--- config.mk ---
export PLATFORM = sky130hd
export DESIGN_NAME = sram_mq_fifo_ctrl
export DESIGN_NICKNAME = d
export VERILOG_FILES = /design/src/rtl/sram_mq_fifo_ctrl.sv
export SDC_FILE = /design/constraint.sdc
export NUM_CORES = 2
export LEC_CHECK = 0
export CAP_MARGIN = 40
export CORE_MARGIN = 5
export CORE_UTILIZATION = 51
export DETAILED_ROUTE_END_ITERATION = 7
export MAX_ROUTING_LAYER = met4
export PLACE_DENSITY = 0.84
export SLEW_MARGIN = 30
export SYNTH_ARGS = -nofsm -noshare
export SYNTH_HDL_FRONTEND = slang
export SYNTH_SLANG_ARGS = --single-unit
--- constraint.sdc ---
create_clock -name clk -period 24.5 [get_ports clk]
set_input_delay 4.9 -clock clk [delete_from_list [all_inputs] [get_ports clk]]
set_output_delay 4.9 -clock clk [all_outputs]
set_load 0.01 [all_outputs]
--- src/rtl/sram_mq_fifo_ctrl.sv ---
// Multi-queue FIFO controller: NUM_QUEUES circular queues in one SRAM space, with credit-limited
// reads and an in-order tagged return buffer. Define SRAM_MQ_STATS_EN for per-queue high-water marks.
module sram_mq_fifo_ctrl #(
  parameter int unsigned DATA_WIDTH      = 265,
  parameter int unsigned NUM_QUEUES      = 4,
  parameter int unsigned QID_WIDTH       = 2,
  parameter int unsigned QDEPTH_BITS     = 17,
  parameter int unsigned ADDR_WIDTH      = 19,
  parameter int unsigned AFULL_MARGIN    = 8,
  parameter int unsigned MAX_OUTSTANDING = 8
) (
  input  logic                                  clk,
  input  logic                                  reset,
  input  logic                                  wr_valid,
  input  logic [QID_WIDTH-1:0]                  wr_qid,
  input  logic [DATA_WIDTH-1:0]                 wr_data,
  output logic                                  wr_ready,
  input  logic                                  rd_req_valid,
  input  logic [QID_WIDTH-1:0]                  rd_req_qid,
  output logic                                  rd_req_ready,
  output logic                                  rd_valid,
  output logic [DATA_WIDTH-1:0]                 rd_data,
  output logic [QID_WIDTH-1:0]                  rd_qid,
  input  logic                                  rd_ready,
  output logic [NUM_QUEUES-1:0]                 q_empty,
  output logic [NUM_QUEUES-1:0]                 q_afull,
  output logic                                  mem_wr_en,
  output logic [ADDR_WIDTH-1:0]                 mem_wr_addr,
  output logic [DATA_WIDTH-1:0]                 mem_wr_data,
  input  logic                                  mem_wr_full,
  output logic                                  mem_rd_en,
  output logic [ADDR_WIDTH-1:0]                 mem_rd_addr,
  input  logic                                  mem_rd_full,
  input  logic [DATA_WIDTH-1:0]                 mem_rd_data,
  input  logic                                  mem_rd_valid,
  output logic [NUM_QUEUES*(QDEPTH_BITS+1)-1:0] stat_hwm
);

  localparam int unsigned CNT_W = QDEPTH_BITS + 1;
  localparam logic [CNT_W-1:0] FULL_CNT = {1'b1, {QDEPTH_BITS{1'b0}}};
  localparam logic [CNT_W-1:0] AFULL_LIM =
    ((AFULL_MARGIN >> QDEPTH_BITS) != 0) ? FULL_CNT : CNT_W'(AFULL_MARGIN);
  localparam int unsigned OB_W = (MAX_OUTSTANDING > 1) ? $clog2(MAX_OUTSTANDING) : 1;
  localparam int unsigned OC_W = $clog2(MAX_OUTSTANDING) + 2;

  if (ADDR_WIDTH != QID_WIDTH + QDEPTH_BITS) begin : g_addr_chk
    $error("ADDR_WIDTH must equal QID_WIDTH + QDEPTH_BITS");
  end
  if ((MAX_OUTSTANDING < 2) || ((MAX_OUTSTANDING & (MAX_OUTSTANDING - 1)) != 0)) begin : g_out_chk
    $error("MAX_OUTSTANDING must be a power of 2, at least 2");
  end

  logic [QDEPTH_BITS-1:0] wptr_q  [NUM_QUEUES];
  logic [QDEPTH_BITS-1:0] wptr_d  [NUM_QUEUES];
  logic [QDEPTH_BITS-1:0] rptr_q  [NUM_QUEUES];
  logic [QDEPTH_BITS-1:0] rptr_d  [NUM_QUEUES];
  logic [CNT_W-1:0]       count_q [NUM_QUEUES];
  logic [CNT_W-1:0]       count_d [NUM_QUEUES];
  logic [NUM_QUEUES-1:0]  q_empty_q, q_empty_d, q_afull_q, q_afull_d;
  logic [NUM_QUEUES-1:0]  wr_hit, rd_hit;

  logic                   mem_wr_en_q, mem_wr_en_d, mem_rd_en_q, mem_rd_en_d;
  logic [ADDR_WIDTH-1:0]  mem_wr_addr_q, mem_wr_addr_d, mem_rd_addr_q, mem_rd_addr_d;
  logic [DATA_WIDTH-1:0]  mem_wr_data_q, mem_wr_data_d;

  logic [QID_WIDTH-1:0]   tag_qid_q  [MAX_OUTSTANDING];
  logic [QID_WIDTH-1:0]   tag_qid_d  [MAX_OUTSTANDING];
  logic [OB_W-1:0]        tag_wptr_q, tag_wptr_d, tag_rptr_q, tag_rptr_d;
  logic [OC_W-1:0]        tag_cnt_q, tag_cnt_d;

  logic [DATA_WIDTH-1:0]  ret_data_q [MAX_OUTSTANDING];
  logic [DATA_WIDTH-1:0]  ret_data_d [MAX_OUTSTANDING];
  logic [QID_WIDTH-1:0]   ret_qid_q  [MAX_OUTSTANDING];
  logic [QID_WIDTH-1:0]   ret_qid_d  [MAX_OUTSTANDING];
  logic [OB_W-1:0]        ret_wptr_q, ret_wptr_d, ret_rptr_q, ret_rptr_d;
  logic [OC_W-1:0]        ret_cnt_q, ret_cnt_d;

  logic wr_fire, rd_fire, tag_pop, ret_push, ret_pop;
  logic [OC_W-1:0] credits_used;

  // Handshakes. A pop this cycle frees its credit for a request in the same cycle.
  always_comb begin
    wr_ready     = !mem_wr_full && (32'(wr_qid) < NUM_QUEUES) && (count_q[wr_qid] != FULL_CNT);
    credits_used = tag_cnt_q + ret_cnt_q - OC_W'(ret_pop);
    rd_req_ready = !mem_rd_full && (32'(rd_req_qid) < NUM_QUEUES) &&
                   (count_q[rd_req_qid] != '0) && (credits_used < OC_W'(MAX_OUTSTANDING));
    wr_fire      = wr_valid && wr_ready;
    rd_fire      = rd_req_valid && rd_req_ready;
  end

  always_comb begin
    for (int unsigned i = 0; i < NUM_QUEUES; i++) begin
      wr_hit[i]  = wr_fire && (wr_qid == QID_WIDTH'(i));
      rd_hit[i]  = rd_fire && (rd_req_qid == QID_WIDTH'(i));
      wptr_d[i]  = wptr_q[i] + QDEPTH_BITS'(wr_hit[i]);
      rptr_d[i]  = rptr_q[i] + QDEPTH_BITS'(rd_hit[i]);
      count_d[i] = count_q[i];
      if (wr_hit[i] && !rd_hit[i]) begin
        count_d[i] = count_q[i] + CNT_W'(1);
      end else if (rd_hit[i] && !wr_hit[i]) begin
        count_d[i] = count_q[i] - CNT_W'(1);
      end
      q_empty_d[i] = (count_d[i] == '0);
      q_afull_d[i] = ((FULL_CNT - count_d[i]) <= AFULL_LIM);
    end
  end

  // Addresses and data hold their last value while the strobe is low.
  always_comb begin
    mem_wr_en_d   = wr_fire;
    mem_wr_addr_d = mem_wr_addr_q;
    mem_wr_data_d = mem_wr_data_q;
    mem_rd_en_d   = rd_fire;
    mem_rd_addr_d = mem_rd_addr_q;
    if (wr_fire) begin
      mem_wr_addr_d = {wr_qid, wptr_q[wr_qid]};
      mem_wr_data_d = wr_data;
    end
    if (rd_fire) begin
      mem_rd_addr_d = {rd_req_qid, rptr_q[rd_req_qid]};
    end
  end

  // Responses with nothing outstanding are stale and leave all state untouched.
  assign tag_pop  = mem_rd_valid && (tag_cnt_q != '0);
  assign ret_push = tag_pop;
  assign ret_pop  = rd_valid && rd_ready;

  always_comb begin
    tag_qid_d  = tag_qid_q;
    tag_wptr_d = tag_wptr_q + OB_W'(rd_fire);
    tag_rptr_d = tag_rptr_q + OB_W'(tag_pop);
    tag_cnt_d  = tag_cnt_q + OC_W'(rd_fire) - OC_W'(tag_pop);
    if (rd_fire) begin
      tag_qid_d[tag_wptr_q] = rd_req_qid;
    end
    ret_data_d = ret_data_q;
    ret_qid_d  = ret_qid_q;
    ret_wptr_d = ret_wptr_q + OB_W'(ret_push);
    ret_rptr_d = ret_rptr_q + OB_W'(ret_pop);
    ret_cnt_d  = ret_cnt_q + OC_W'(ret_push) - OC_W'(ret_pop);
    if (ret_push) begin
      ret_data_d[ret_wptr_q] = mem_rd_data;
      ret_qid_d[ret_wptr_q]  = tag_qid_q[tag_rptr_q];
    end
  end

  always_ff @(posedge clk) begin
    if (reset) begin
      for (int unsigned i = 0; i < NUM_QUEUES; i++) begin
        wptr_q[i]  <= '0;
        rptr_q[i]  <= '0;
        count_q[i] <= '0;
      end
      q_empty_q     <= '1;
      q_afull_q     <= '0;
      mem_wr_en_q   <= 1'b0;
      mem_wr_addr_q <= '0;
      mem_wr_data_q <= '0;
      mem_rd_en_q   <= 1'b0;
      mem_rd_addr_q <= '0;
      tag_wptr_q    <= '0;
      tag_rptr_q    <= '0;
      tag_cnt_q     <= '0;
      ret_wptr_q    <= '0;
      ret_rptr_q    <= '0;
      ret_cnt_q     <= '0;
    end else begin
      wptr_q        <= wptr_d;
      rptr_q        <= rptr_d;
      count_q       <= count_d;
      q_empty_q     <= q_empty_d;
      q_afull_q     <= q_afull_d;
      mem_wr_en_q   <= mem_wr_en_d;
      mem_wr_addr_q <= mem_wr_addr_d;
      mem_wr_data_q <= mem_wr_data_d;
      mem_rd_en_q   <= mem_rd_en_d;
      mem_rd_addr_q <= mem_rd_addr_d;
      tag_wptr_q    <= tag_wptr_d;
      tag_rptr_q    <= tag_rptr_d;
      tag_cnt_q     <= tag_cnt_d;
      ret_wptr_q    <= ret_wptr_d;
      ret_rptr_q    <= ret_rptr_d;
      ret_cnt_q     <= ret_cnt_d;
    end
  end

  // Storage arrays need no reset; their pointers define validity.
  always_ff @(posedge clk) begin
    tag_qid_q  <= tag_qid_d;
    ret_data_q <= ret_data_d;
    ret_qid_q  <= ret_qid_d;
  end

  assign q_empty     = q_empty_q;
  assign q_afull     = q_afull_q;
  assign mem_wr_en   = mem_wr_en_q;
  assign mem_wr_addr = mem_wr_addr_q;
  assign mem_wr_data = mem_wr_data_q;
  assign mem_rd_en   = mem_rd_en_q;
  assign mem_rd_addr = mem_rd_addr_q;
  assign rd_valid    = (ret_cnt_q != '0);
  assign rd_data     = rd_valid ? ret_data_q[ret_rptr_q] : '0;
  assign rd_qid      = rd_valid ? ret_qid_q[ret_rptr_q] : '0;

`ifdef SRAM_MQ_STATS_EN
  logic [CNT_W-1:0] hwm_q [NUM_QUEUES];
  logic [CNT_W-1:0] hwm_d [NUM_QUEUES];

  always_comb begin
    for (int unsigned i = 0; i < NUM_QUEUES; i++) begin
      hwm_d[i] = (count_q[i] > hwm_q[i]) ? count_q[i] : hwm_q[i];
    end
  end

  always_ff @(posedge clk) begin
    if (reset) begin
      for (int unsigned i = 0; i < NUM_QUEUES; i++) begin
        hwm_q[i] <= '0;
      end
    end else begin
      hwm_q <= hwm_d;
    end
  end

  for (genvar g = 0; g < NUM_QUEUES; g++) begin : g_hwm
    assign stat_hwm[g*CNT_W +: CNT_W] = hwm_q[g];
  end
`else
  assign stat_hwm = '0;
`endif

  ret_overflow_a: assert property (@(posedge clk) disable iff (reset)
    !(ret_push && !ret_pop && (ret_cnt_q == OC_W'(MAX_OUTSTANDING))))
    else $error("return buffer overflow");

  tag_overflow_a: assert property (@(posedge clk) disable iff (reset)
    !(rd_fire && !tag_pop && (tag_cnt_q == OC_W'(MAX_OUTSTANDING))))
    else $error("tag fifo overflow");

endmodule

==> Flow_metrics.wiki <==
{| class="wikitable"
! Metric !! Value
|-
| Run status || finished clean
|-
| Final sum of negative setup slack || 0 ps
|-
| IR Drop Worst-Case VDD || 0.0000943 V
|-
| Reg clk slew, reported paths || 60 ps
|-
| Setup repair after global routing missed its margin || false
|-
| Depth of the worst register-to-register path || 15
|-
| DRC violation count after routing || 0
|-
| Max Slew Vio Count || 0
|-
| Placed cells || 9899
|-
| Die Y-Extent || 465 um
|-
| Vias per cell || 6.11
|-
| Number of placement rows || 166
|-
| Worst relative slew slack || 32.1%
|-
| Worst hold path class || reg -> reg
|-
| Gpl congestion || 1.03
|-
| Synthesis warning total || 0
|-
| Mean instance size in the synthesized netlist || 16.6 um2
|-
| Maximum number of buffers from clock root to sink || 4
|-
| CTS tree || yes
|-
| Sequential element share of the synthesized area || 71.7%
|-
| Number of failing hold endpoints at the final stage || 0
|-
| Initial DRC count || 7883
|-
| Non-Filler Instances || 10500
|-
| Number of antenna violations at the first check in global routing || 126
|-
| Max Cap Violations || 0
|-
| Power density over the cells || 104 nW/um2
|-
| Dominant synthesized flop cell || edfxtp_1
|-
| Post-synthesis instance area || 105000 um2
|-
| Most instantiated library cell after synthesis || edfxtp_1
|-
| I/O pin count || 1197
|-
| Ratio of cells with drive above 1 in the final layout || 14.8%
|-
| Worst hold margin || 453 ps
|-
| Count of distinct cell types in the synthesized netlist || 92
|-
| X dimension of the die || 465 um
|-
| Biggest area consumer among synthesized cells || edfxtp_1
|-
| Pin count of the biggest net entering global routing || 231
|-
| Most used standard cells in the synthesized netlist || 2152 x edfxtp_1, 697 x nand2_1, 572 x mux4_2
|-
| Critical Path Sink Type || output port
|-
| Post-CTS setup buffer count || 0
|-
| Area of combinational cells with multiple inputs || 28100 um2
|-
| Antenna violation net count after detailed routing || 0
|-
| DR pass1 iterations || 6
|-
| R2R setup slack || 19770 ps
|-
| Full die area || 216000 um2
|-
| Cells taking the most area after synthesis || edfxtp_1 61%, mux4_2 12%, dfxtp_1 10%
|-
| Wire length of the first global-routing pass || 471 mm
|-
| Worst-margin pin slew || 1020 ps
|-
| EDFF count, synth || 2152
|-
| Classification of the worst setup path || in -> out
|-
| Tot GR Track Use || 31.3%
|-
| Instance count of the mapped netlist || 6333
|-
| Critical path fanouts, max || 32
|-
| Standard cell core area || 205000 um2
|-
| Arrival time of data at the critical path endpoint || 7940 ps
|-
| Cts bufs inserted || 289
|-
| Reg-to-reg critical path endpoint || q_afull[0]$_SDFF_PP0_
|-
| Post_cts resized || 0
|-
| Clk sink count || 2695
|-
| Syn-to-layout area delta || 22.9%
|-
| Cells on Worst Hold Path || 2
|-
| Post-CTS Hold Buffers || 0
|-
| Period utilization || 52.4%
|-
| Met1 layer wirelength in the final routing || 111 mm
|-
| Proportion of netlist area held by the largest area contributor || 61.3%
|-
| Minimum clock period || 12840 ps
|-
| Static leakage power || 41.8 nW
|-
| Post-synthesis async set-or-reset flop share || 0%
|-
| Critical R2R Launch || ret_cnt_q[3]$_SDFF_PP0_
|-
| Clock insertion delay at the later pin of the skew report || 940 ps
|-
| Final-stage net count || 8106
|-
| Post-detailed-placement half-perimeter wirelength || 216 mm
|-
| Worst clock skew || 84.7 ps
|-
| Starting density of the core || 51.4%
|-
| Total met3 wirelength after detailed routing || 32.7 mm
|-
| Setup crit start || rd_req_qid[0]
|-
| Fill cell instance count of the final layout || 13700
|-
| Startpoint Class || input port
|-
| Final core utilization || 63.2%
|-
| Buffers added on ports || 1124
|-
| End point of the most critical hold path || mem_wr_data[176]$_SDFFE_PP0P_
|-
| Required time of the worst setup path || 19600 ps
|-
| Total setup violations reported at the end of the flow || 0
|-
| Area occupied by registers || 75500 um2
|-
| Top routing layer used || met4
|-
| Routed Wire Length || 339 mm
|-
| Overall overflow remaining after global route || 0
|-
| Setup WS pre-CTS || 11660 ps
|-
| Seq cells post-synth || 2695
|-
| Upper clock frequency limit || 0.0779 GHz
|-
| Smallest setup slack after layout || 11660 ps
|-
| Routed wire length per instance || 32.3 um
|-
| Via count of the first global-routing pass || 63600
|-
| Vias after detailed routing || 64200
|-
| CTS HTree Levels || 5
|-
| CTS Root Cell || clkbuf_16
|-
| Critical hold path startpoint || mem_wr_data[176]$_SDFFE_PP0P_
|-
| Met2 wire len || 172 mm
|}
-- metrics by stage --
stage                     power [mW]  cell area, um2
after floorplan                 7.55          106000
after global placement          9.02          119000
after detailed placement        9.16          120000
after CTS                       13.5          129000
after global routing            13.9          129000
final                           13.5          130000
-- critical path, cell delays in order --
cell and delay [ps]:
clkdlybuf4s50_1 490, buf_4 380, nand2_1 200, a41o_1 280
and4_1 350, nor3b_1 610, clkdlybuf4s50_1 670
-- flip-flops by register name, summed over array words and instances (netlist names), 16 cells and up --
signal	count
wptr_q	68
ret_data_q	2120
rptr_q	68
tag_qid_q	16
mem_rd_addr	19
mem_wr_addr	19
count_q	72
mem_wr_data	265
ret_qid_q	16
-- metal layers --
| layer | GRT usage [%] | up-vias |
|---|---|---|
| li1 | - | 26600 |
| met1 | 34.6 | 32600 |
| met2 | 51.8 | 4276 |
| met3 | 7.88 | 758 |
| met4 | 17.8 | 0 |
| met5 | - | - |
-- report_power, final --
group / total [mW] / leakage (nW) / internal [mW] / switching (mW)
clock network: 4.26 / 4.42 / 2.49 / 1.77
registers: 5.46 / 23.9 / 5.31 / 0.146
logic: 3.75 / 13.4 / 1.72 / 2.03
-- layout make-up --
cell class,instances,share of cell area (%)
Sequential cell,2695,58.3
Multi-Input combinational cell,3222,21.7
Timing Repair Buffer,1248,10.1
Clock buffer,370,5.99
Tap cell,2688,2.60
Clock inverter,127,0.981
Antenna cell,101,0.195
Inverter,58,0.168
-- cells by family (layout without fill, tap and decap cells) --
logic type / Yosys count / after routing / synth area share [%]
flops: 2695 / 2695 / 71.7
simple gates: 1606 / 1606 / 6.69
mux: 861 / 861 / 15.0
buf+inv: 487 / 1803 / 2.02
compound gates: 438 / 438 / 2.41
xor+xnor: 195 / 195 / 1.63
fa+ha+maj: 50 / 50 / 0.608
other cells: 1 / 173 / 0.00356
-- placed cells by master, fill, tap and decap left out, types with 92 or more instances in the layout --
cell,count
mux2i_1,284
nor2_1,513
clkdlybuf4s50_1,1121
edfxtp_1,2152
nand3_1,92
clkbuf_16,294
mux4_2,572
dfxtp_1,540
diode_2,101
nand2_1,697
xor2_1,122
a21oi_1,329
-- worst max path at each step --
| stage | to | slack (ps) | cells after the start |
|---|---|---|---|
| after floorplan | ret_data_q[0]$_DFFE_PP_ | 7030 | 4 |
| after global placement | rd_req_ready | 11590 | 8 |
| after detailed placement | rd_req_ready | 11660 | 8 |
| after CTS | rd_req_ready | 11650 | 8 |
| after global routing | rd_req_ready | 11540 | 7 |
| final | rd_req_ready | 11660 | 7 |
No activity file was read; power rests on OpenSTA's default activity.
